===== config.mk =====
export PLATFORM = sky130hd
export DESIGN_NAME = sr_flag_arbiter_flat
export DESIGN_NICKNAME = d
export VERILOG_FILES = /design/src/rtl/sr_flag_arbiter_pkg.sv /design/src/rtl/sr_flag_arbiter_if.sv /design/src/rtl/sr_flag_arbiter_cell.sv /design/src/rtl/sr_flag_arbiter.sv /design/src/flat_wrapper.sv
export SDC_FILE = /design/constraint.sdc
export NUM_CORES = 1
export LEC_CHECK = 0
export ABC_AREA = 1
export CAP_MARGIN = 30
export CORE_ASPECT_RATIO = 0.7
export CORE_MARGIN = 3
export CORE_UTILIZATION = 40
export CTS_CLUSTER_DIAMETER = 40
export CTS_CLUSTER_SIZE = 12
export DETAILED_ROUTE_END_ITERATION = 8
export PLACE_DENSITY = 0.71
export RECOVER_POWER = 50
export SLEW_MARGIN = 15
export SYNTH_ARGS = -nofsm -noshare
export SYNTH_HDL_FRONTEND = slang
export SYNTH_SLANG_ARGS = --single-unit

===== constraint.sdc =====
create_clock -name clk -period 1.95 [get_ports clk]
set_input_delay 0.2925 -clock clk [delete_from_list [all_inputs] [get_ports clk]]
set_output_delay 0.2925 -clock clk [all_outputs]
set_load 0.01 [all_outputs]

===== src/rtl/sr_flag_arbiter_pkg.sv =====
// Opcodes and FSM state encodings for the flag bank arbiter.
// No ports; imported by the interface, cell and top.
package sr_flag_pkg;

  localparam logic [1:0] OP_NOP = 2'b00;
  localparam logic [1:0] OP_CLR = 2'b01;
  localparam logic [1:0] OP_SET = 2'b10;
  localparam logic [1:0] OP_TGL = 2'b11;

  typedef enum logic {
    ST_IDLE   = 1'b0,
    ST_LOCKED = 1'b1
  } state_e;

endpackage


===== src/rtl/sr_flag_arbiter_if.sv =====
// Requester/flag bus: req, lock, op, idx in; gnt, q, qbar,
// busy, idx_err, lock_err out. slave = arbiter, master = requesters.
interface sr_flag_arbiter_if #(
  parameter int NUM_REQ   = 4,
  parameter int NUM_FLAGS = 8,
  parameter int IDX_W     = 3
);

  logic [NUM_REQ-1:0]       req;
  logic [NUM_REQ-1:0]       lock;
  logic [2*NUM_REQ-1:0]     op;
  logic [IDX_W*NUM_REQ-1:0] idx;
  logic [NUM_REQ-1:0]       gnt;
  logic [NUM_FLAGS-1:0]     q;
  logic [NUM_FLAGS-1:0]     qbar;
  logic                     busy;
  logic                     idx_err;
  logic                     lock_err;

  modport master (
    output req, lock, op, idx,
    input  gnt, q, qbar, busy, idx_err, lock_err
  );

  modport slave (
    input  req, lock, op, idx,
    output gnt, q, qbar, busy, idx_err, lock_err
  );

endinterface


===== src/rtl/sr_flag_arbiter_cell.sv =====
// One set/reset flag bit; 11 toggles, so the cell never goes X.
// Ports: clk, rst (sync high), en, op[1:0] in; q, qbar out.
module sr_flag_cell
  import sr_flag_pkg::*;
(
  input  logic       clk,
  input  logic       rst,
  input  logic       en,
  input  logic [1:0] op,
  output logic       q,
  output logic       qbar
);

  logic q_d;
  logic q_q;

  always_comb begin
    q_d = q_q;
    if (en) begin
      unique case (op)
        OP_CLR:  q_d = 1'b0;
        OP_SET:  q_d = 1'b1;
        OP_TGL:  q_d = ~q_q;
        default: q_d = q_q;
      endcase
    end
  end

  always_ff @(posedge clk) begin
    if (rst) begin
      q_q <= 1'b0;
    end else begin
      q_q <= q_d;
    end
  end

  assign q    = q_q;
  assign qbar = ~q_q;

endmodule


===== src/rtl/sr_flag_arbiter.sv =====
// Round-robin arbiter with lock/timeout over a bank of flag cells.
// Ports: clk, rst (sync high), bus (sr_flag_arbiter_if.slave).
module sr_flag_arbiter
  import sr_flag_pkg::*;
#(
  parameter int NUM_REQ   = 4,
  parameter int NUM_FLAGS = 8,
  parameter int IDX_W     = 3,
  parameter int LOCK_MAX  = 16
) (
  input logic              clk,
  input logic              rst,
  sr_flag_arbiter_if.slave bus
);

  localparam int PTR_W =
    (NUM_REQ > 1) ? $clog2(NUM_REQ) : 1;
  localparam int CNT_W =
    (LOCK_MAX > 1) ? $clog2(LOCK_MAX) : 1;

  localparam logic [PTR_W-1:0] LAST =
    PTR_W'(NUM_REQ - 1);
  localparam logic [CNT_W-1:0] CNT_TOP =
    CNT_W'(LOCK_MAX - 1);
  localparam logic [IDX_W:0] FLAGS =
    (IDX_W + 1)'(NUM_FLAGS);

  state_e state_q;
  state_e state_d;

  logic [PTR_W-1:0] ptr_q;
  logic [PTR_W-1:0] ptr_d;
  logic [PTR_W-1:0] owner_q;
  logic [PTR_W-1:0] owner_d;
  logic [CNT_W-1:0] cnt_q;
  logic [CNT_W-1:0] cnt_d;

  logic [NUM_REQ-1:0] gnt_q;
  logic [NUM_REQ-1:0] gnt_d;
  logic idx_err_q;
  logic idx_err_d;
  logic lock_err_q;
  logic lock_err_d;

  logic [PTR_W-1:0] win;
  logic [PTR_W-1:0] sel;
  logic             hit;
  logic             go;
  int               sel_i;

  logic [1:0]           op_s;
  logic [IDX_W-1:0]     idx_s;
  logic                 oob;
  logic [NUM_FLAGS-1:0] en;

  function automatic logic [PTR_W-1:0] nxt(
    input logic [PTR_W-1:0] p
  );
    return (p == LAST) ? '0 : p + 1'b1;
  endfunction

  // First requester at or after the pointer, wrapping.
  always_comb begin
    int c;
    c   = 0;
    hit = 1'b0;
    win = ptr_q;
    for (int k = 0; k < NUM_REQ; k++) begin
      c = int'(ptr_q) + k;
      if (c >= NUM_REQ) c = c - NUM_REQ;
      if (!hit && bus.req[c]) begin
        hit = 1'b1;
        win = PTR_W'(c);
      end
    end
  end

  always_comb begin
    state_d    = state_q;
    ptr_d      = ptr_q;
    owner_d    = owner_q;
    cnt_d      = cnt_q;
    lock_err_d = 1'b0;
    go         = 1'b0;
    sel        = win;
    unique case (state_q)
      ST_IDLE: begin
        if (hit) begin
          go    = 1'b1;
          ptr_d = nxt(win);
          if (bus.lock[win]) begin
            state_d = ST_LOCKED;
            owner_d = win;
            cnt_d   = '0;
          end
        end
      end
      ST_LOCKED: begin
        sel   = owner_q;
        go    = bus.req[owner_q];
        cnt_d = cnt_q + 1'b1;
        // Either exit path leaves the owner last in line.
        if (!bus.lock[owner_q]) begin
          state_d = ST_IDLE;
          ptr_d   = nxt(owner_q);
          cnt_d   = '0;
        end else if (cnt_q == CNT_TOP) begin
          state_d    = ST_IDLE;
          ptr_d      = nxt(owner_q);
          cnt_d      = '0;
          lock_err_d = 1'b1;
        end
      end
      default: begin
        state_d = ST_IDLE;
      end
    endcase
  end

  assign sel_i = int'(sel);
  assign op_s  = bus.op[2*sel_i +: 2];
  assign idx_s = bus.idx[IDX_W*sel_i +: IDX_W];
  assign oob   = ({1'b0, idx_s} >= FLAGS);

  always_comb begin
    gnt_d = '0;
    if (go) gnt_d[sel] = 1'b1;
  end

  assign idx_err_d = go && oob;

  for (genvar f = 0; f < NUM_FLAGS; f++) begin : g_cell
    assign en[f] = go && !oob &&
                   (idx_s == IDX_W'(f));

    sr_flag_cell u_cell (
      .clk  (clk),
      .rst  (rst),
      .en   (en[f]),
      .op   (op_s),
      .q    (bus.q[f]),
      .qbar (bus.qbar[f])
    );
  end

  always_ff @(posedge clk) begin
    if (rst) begin
      state_q    <= ST_IDLE;
      ptr_q      <= '0;
      owner_q    <= '0;
      cnt_q      <= '0;
      gnt_q      <= '0;
      idx_err_q  <= 1'b0;
      lock_err_q <= 1'b0;
    end else begin
      state_q    <= state_d;
      ptr_q      <= ptr_d;
      owner_q    <= owner_d;
      cnt_q      <= cnt_d;
      gnt_q      <= gnt_d;
      idx_err_q  <= idx_err_d;
      lock_err_q <= lock_err_d;
    end
  end

  assign bus.gnt      = gnt_q;
  assign bus.busy     = (state_q == ST_LOCKED);
  assign bus.idx_err  = idx_err_q;
  assign bus.lock_err = lock_err_q;

endmodule

===== src/flat_wrapper.sv =====
// flat-port wrapper written by rule: the top's interface ports become plain ports
module sr_flag_arbiter_flat import sr_flag_pkg::*;
#(
  parameter int NUM_REQ   = 4,
  parameter int NUM_FLAGS = 8,
  parameter int IDX_W     = 3,
  parameter int LOCK_MAX  = 16
)
  (clk, rst, bus_req, bus_lock, bus_op, bus_idx, bus_gnt, bus_q, bus_qbar, bus_busy, bus_idx_err, bus_lock_err);
  sr_flag_arbiter_if #(.NUM_REQ(NUM_REQ), .NUM_FLAGS(NUM_FLAGS), .IDX_W(IDX_W)) bus_i ();
  input logic clk;
  input logic rst;
  input wire logic [$bits(bus_i.req)-1:0] bus_req;
  input wire logic [$bits(bus_i.lock)-1:0] bus_lock;
  input wire logic [$bits(bus_i.op)-1:0] bus_op;
  input wire logic [$bits(bus_i.idx)-1:0] bus_idx;
  output wire logic [$bits(bus_i.gnt)-1:0] bus_gnt;
  output wire logic [$bits(bus_i.q)-1:0] bus_q;
  output wire logic [$bits(bus_i.qbar)-1:0] bus_qbar;
  output wire logic [$bits(bus_i.busy)-1:0] bus_busy;
  output wire logic [$bits(bus_i.idx_err)-1:0] bus_idx_err;
  output wire logic [$bits(bus_i.lock_err)-1:0] bus_lock_err;
  assign bus_i.req = bus_req;
  assign bus_i.lock = bus_lock;
  assign bus_i.op = bus_op;
  assign bus_i.idx = bus_idx;
  assign bus_gnt = bus_i.gnt;
  assign bus_q = bus_i.q;
  assign bus_qbar = bus_i.qbar;
  assign bus_busy = bus_i.busy;
  assign bus_idx_err = bus_i.idx_err;
  assign bus_lock_err = bus_i.lock_err;
  sr_flag_arbiter #(.NUM_REQ(NUM_REQ), .NUM_FLAGS(NUM_FLAGS), .IDX_W(IDX_W), .LOCK_MAX(LOCK_MAX)) u_core (.clk(clk), .rst(rst), .bus(bus_i));
endmodule

# --- Word level (Yosys, flattened, before mapping) ---
# Cells that the tools add are included.
totals:
  ramBits: 0
  latch_bits: 0
  register_bits: 22
  mem_count: 0
  elab_cells: 156
  input_bits: 30
  romBits: 0
  output_inout_bits: 23
op_classes:
  bitwise_logic: 11
  div_mod_pow: 0
  n_eq_ne: 16
  mux: 60
  magnitude_cmp: 12
  add_sub_neg: 10
  shifts: 2
  mul: 1
  reduce_logical: 30
op_table:
  columns: ["operator", "count"]
  rows:
  - ["less-than comparator 32 x 4 -> 1 bit, second input constant", 4]
  - ["two-way mux 32 bit", 4]
  - ["greater-or-equal comparator 32 x 4 -> 1 bit, second input constant", 3]
  - ["subtractor 32 x 4 -> 32 bit, second input constant", 3]
  - ["variable part select 12 x 32 -> 3 bit", 1]
  - ["case mux 1 bit (3 select lines)", 8]
  - ["two-way mux 1 bit", 22]
  - ["two-way mux 2 bit", 10]
  - ["AND reduction 2 bit", 10]
  - ["two-way mux 4 bit", 4]
  - ["binary-select mux 1 bit (select 2 bit)", 7]
  - ["equality test 3 bit, second input constant", 4]
  - ["logical AND 1 bit", 12]
  - ["NOT 1 bit", 11]
  - ["less-than comparator 2 x 3 -> 1 bit, second input constant", 3]
  - ["equality test 2 bit, second input constant", 4]
  - ["case mux 4 bit (2 select lines)", 1]
  - ["variable part select 8 x 4 -> 2 bit", 1]
  - ["adder 2 x 2 -> 3 bit, second input constant", 2]
  - ["equality test 3 x 2 -> 1 bit, second input constant", 2]
  - ["adder 2 x 1 -> 2 bit, second input constant", 2]
  - ["adder 4 x 1 -> 4 bit, second input constant", 1]
  - ["equality test 4 bit, second input constant", 1]
  - ["multiplier 2 x 2 -> 4 bit, first input constant", 1]
  - ["17 further kinds", 21]

# --- Longest topological paths before layout ---
logic_depth:
  ltp_word: 21
  ltp_mapped: 23
  mapped_depth_nobuf: 21

# --- By module ---
# From an unflattened synthesis, not the netlist that was laid out.
unflattened:
  hier_cells: 320
  area_unflattened_um2: 1818.0
modules_own_cells:
  columns: ["module", "cells_each", "n_inst", "seq_area_each_um2", "area_each_um2"]
  rows:
  - ["sr_flag_arbiter", 264, 1, 280.3, 1457.6]
  - ["sr_flag_cell", 7, 8, 20.0, 45.0]

# --- Least setup slack after synthesis ---
# Ideal clock, no wire load.
synth_path:
  kind: "flip-flop to flip-flop"
  startpoint: "register u_core.ptr_q[0]"
  endpoint: "register u_core.g_cell[4].u_cell.q_q"
  path_slack_ps: -102
  synth_period_minus_slack_ps: 2052
  setup_time_ps: 114
  arrival_time_ps: 1939
  path_stages_with_launch: 22
  required_time_ps: 1836
  n_path_buf: 2
  cell_sequence: "dfxtp_1 -> buf_6 -> inv_8 -> nand2_4 -> nand2_2 -> nand2_1 -> nand2_2 -> nor2_8 -> nand4_1 -> nand2_2 -> nand2_4 -> nand2_4 -> buf_6 -> nand2_2 -> nand2_2 -> nand2_2 -> nand2_4 -> nand2_4 -> nor2_2 -> nand2_1 -> nand2_1 -> nor2_1"
synth_via:
  elab_chain_len: 21
  elab_cells_between_ends: 55
  classes_between: "add/sub (7); mul (1); order compare (4); eq/ne (4); shift (2); mux (28); reduce/logical (9)"
synth_lines:
  columns: ["item", "line_no", "rtl"]
  rows:
  - ["from (decl)", "sr_flag_arbiter.sv:31", "logic [PTR_W-1:0] ptr_q;"]
  - ["from (signal assigned)", "sr_flag_arbiter.sv:157", "ptr_q <= ptr_d;"]
  - ["branches (longest 21 deep; another with subtractor 32 x 4 -> 32 bit)", null, null]
  - ["to (signal assigned)", "sr_flag_arbiter_cell.sv:33", "q_q <= q_d;"]
  - ["to (decl)", "sr_flag_arbiter_cell.sv:15", "logic q_q;"]
# Parallel ways; which one is timed is not known. The select of a mux whose other input is x is not followed.
# A chain may end at the register's enable or synchronous reset.

# --- Final worst setup path ---
layout_path:
  startpoint: "register u_core.ptr_q[0]"
  endpoint: "register u_core.g_cell[7].u_cell.q_q"
layout_via:
  elab_chain_len: 21
  elab_cells_between_ends: 55
  classes_between: "add/sub (7); mul (1); order compare (4); eq/ne (4); shift (2); mux (28); reduce/logical (9)"
layout_lines:
  columns: ["item", "line_no"]
  rows:
  - ["branches (longest 21 deep; another with subtractor 32 x 4 -> 32 bit)", null]
  - ["to (signal assigned)", "sr_flag_arbiter_cell.sv:33"]
  - ["to (decl)", "sr_flag_arbiter_cell.sv:15"]
# Parallel ways; which one is timed is not known. The select of a mux whose other input is x is not followed.

==> flow_summary.json <==
{
  "status": "finished with violations",
  "violations": "setup timing",
  "netlist_area_sq_um": 1997,
  "cts_sinks": 22,
  "syn_inst": 322,
  "syn_area_per_cell_sq_um": 6.202,
  "layout-drive-gt1-share": 0.3668,
  "fp.dieW_microns": 90.45,
  "antenna_found_initial": 0,
  "drv_cap": 0,
  "area_growth_syn_to_layout_pct": 60.96,
  "design_area_sq_um": 3214,
  "dieArea_sq_um": 5890,
  "first_global_vias": 2049,
  "grt_max_degree": 18,
  "critPathSlowestCell": "dfxtp_4",
  "crit_arrival_ps": 2590,
  "gp_congestion": 0.9369,
  "start_util": 0.4361,
  "fmax_mhz": 414.2,
  "routed_wirelength_mm": 6.731,
  "cts_tree": "yes",
  "synthesis.nets": 354,
  "ios": 53,
  "rsz0062_at_grt": "true",
  "setup-violations-final": 21,
  "grt_use_total": 0.1972,
  "io_buffers": 51,
  "post-place-ws_ps": -716.6,
  "post-route-period-util": 1.238,
  "grt-ovfl-total": 0,
  "grt_pass1_wl_mm": 9.522,
  "finalMaxSlewViolations": 0,
  "critPathMaxFanout": 8,
  "die_h_microns": 65.12,
  "cts_made_buffers": 3,
  "finClkSkew_ps": 4.843,
  "first_pass_iters": 4,
  "ys_types": 32,
  "vias": 2358,
  "fillCellCount": 340,
  "ys_seq_area_frac": 0.2206,
  "hpwl_mm": 4.264,
  "finalCriticalPeriod_ps": 2414,
  "multi_input_area_sq_um": 1583,
  "row_count": 20,
  "required_ps": 2120,
  "path_clk_slew_ps": 90,
  "vias_per_cell": 5.082,
  "crit_type": "flip-flop to flip-flop",
  "clockBufferDepth": 2,
  "start_kind": "flip-flop",
  "drt-initial-drc-count": 238,
  "drcViolationCount": 0,
  "placed_area_sq_um": 2629,
  "fin_nets": 431,
  "finalWorstSetupSlack_ps": -464.2,
  "hp-class": "flip-flop to flip-flop",
  "yosysWarningCount": 0,
  "root_buffer": "clkbuf_8",
  "core_sq_um": 4579,
  "wire_per_inst_microns": 14.51,
  "path_common_cell": "nand2_1",
  "finalHoldViolations": 0,
  "insertion_delay_ps": 270,
  "ys_ff_latch": 22,
  "htreeDepth": 1,
  "crit_chain": "clkinv_8, nand2_4, nand2_2, nand2_4, nand2_8, nor2_8, nand3_2, nand2_1, nand2_2, nand2_4, buf_6, nand3_1, nand2_1, nand2_2, nand2_2, nand2_1, nor2_4, nand2_1, nand2_1, nor2_1",
  "antenna_cells": 0,
  "critical_path.max_stage_delay_ps": 450,
  "fin_util": 0.7019,
  "antenna_left": 0,
  "crit_path_end_kind": "flip-flop",
  "cts_hold_buf": 0,
  "regArea_sq_um": 447.9
}
## worst max-delay path, delay by kind of cell, from the launching register on
kind	cells	cell delay, ps
buf+inv	2	260
simple gates	18	1610
flops	1	450
## placed cells by master (no fill, tap or decap), types with 2 or more instances in the layout
| master | count |
|---|---|
| nor2_4 | 4 |
| inv_4 | 3 |
| dlygate4sd3_1 | 7 |
| nand2_1 | 77 |
| clkbuf_8 | 3 |
| a21oi_2 | 8 |
| clkdlybuf4s50_1 | 40 |
| o21ai_0 | 5 |
| nand3_1 | 23 |
| xor2_1 | 2 |
| nand2_4 | 24 |
| o21ai_2 | 2 |
| nand3b_1 | 4 |
| dlygate4sd2_1 | 4 |
| o21ai_1 | 3 |
| nand2_8 | 4 |
| dfxtp_4 | 2 |
| a21oi_1 | 14 |
| nand3_2 | 5 |
| nor2_8 | 2 |
| dfxtp_1 | 20 |
| nand4_1 | 3 |
| nand3_4 | 2 |
| inv_1 | 31 |
| buf_6 | 5 |
| nor3_1 | 5 |
| nand2_2 | 29 |
| nor2_1 | 8 |
| buf_4 | 39 |
| nor2_2 | 7 |
| ha_1 | 2 |
## registers in the layout, summed over array words and instances (netlist names)
name	cells
u_core.bus.gnt	4
u_core.ptr_q	2
u_core.cnt_q	4
u_core.owner_q	2
u_core.bus.lock_err	1
u_core.g_cell.u_cell.q	8
u_core.bus.busy	1
## path summary, 6_finish.rpt
path / start / to / slack, ps / cells past startpoint
worst max-delay path: u_core.ptr_q[0] / u_core.g_cell[7].u_cell.q / -460 / 20
worst min-delay path: u_core.cnt_q[1] / u_core.cnt_q[1] / 520 / 2
worst max register to register: u_core.ptr_q[0] / u_core.g_cell[7].u_cell.q / -460 / 20
worst min register to register: u_core.cnt_q[1] / u_core.cnt_q[1] / 520 / 2
## routing by layer
metal  GRT usage  share of wire  vias to the layer above
li1            -              -                     1157
met1      0.2795           0.45                     1074
met2      0.3042           0.45                      109
met3     0.04577          0.072                       18
met4     0.04580          0.027                        0
met5           0              0                        -
## per-stage QoR
| stage | hold WS, ps | instances | TNS (ps) |
|---|---|---|---|
| final | 515.4 | 464 | -6749 |
| after global routing | 527.3 | 464 | -9700 |
| after CTS | 516.1 | 454 | -3663 |
| after detailed placement | 493.3 | 444 | -11770 |
| after global placement | 482.0 | 444 | -11090 |
| after floorplan | 354.2 | 322 | -708.6 |
## cell usage after synthesis, drive strengths merged
library cell / n / area, sq um
o221ai: 1 / 8.760
o21ai: 11 / 58.80
nand3b: 4 / 30.03
nor2: 21 / 131.4
a32o: 1 / 10.01
a21oi: 23 / 126.4
nand4: 3 / 18.77
clkinv: 1 / 3.750
ha: 2 / 25.02
a31oi: 1 / 6.260
inv: 35 / 138.9
nand3: 30 / 155.1
conb: 1 / 3.750
nor3: 5 / 25.02
dfxtp: 22 / 440.4
nor4: 1 / 6.260
xor2: 2 / 17.52
clkbuf: 1 / 3.750
buf: 23 / 183.9
nand2: 134 / 603.1
## timing repair
| item | in CTS | in global routing |
|---|---|---|
| resized for setup | 31 | 73 |
| pin swaps | 11 | 22 |
| setup endpoints to repair | 21 | 21 |
| buffers inserted | 6 | 10 |
## cell type report
cell class,count,area share
tap,66,0.02569
inverter,36,0.04827
sequential,22,0.1394
clock inverter,1,0.009342
timing repair buffer,96,0.2721
multi-input combinational,240,0.4924
clock buffer,3,0.01285
## cells by family (layout without fill, tap and decap cells)
group | count (synthesis) | count (layout) | synth area share
other cells | 1 | 1 | 0.001878
simple gates | 198 | 198 | 0.4856
fa+ha+maj | 2 | 2 | 0.01253
xor+xnor | 2 | 2 | 0.008774
buf+inv | 60 | 136 | 0.1654
compound gates | 37 | 37 | 0.1053
flops | 22 | 22 | 0.2206
Power is not shown: default switching activity piles up to over one toggle a cycle in this logic, so the estimate is an artifact.
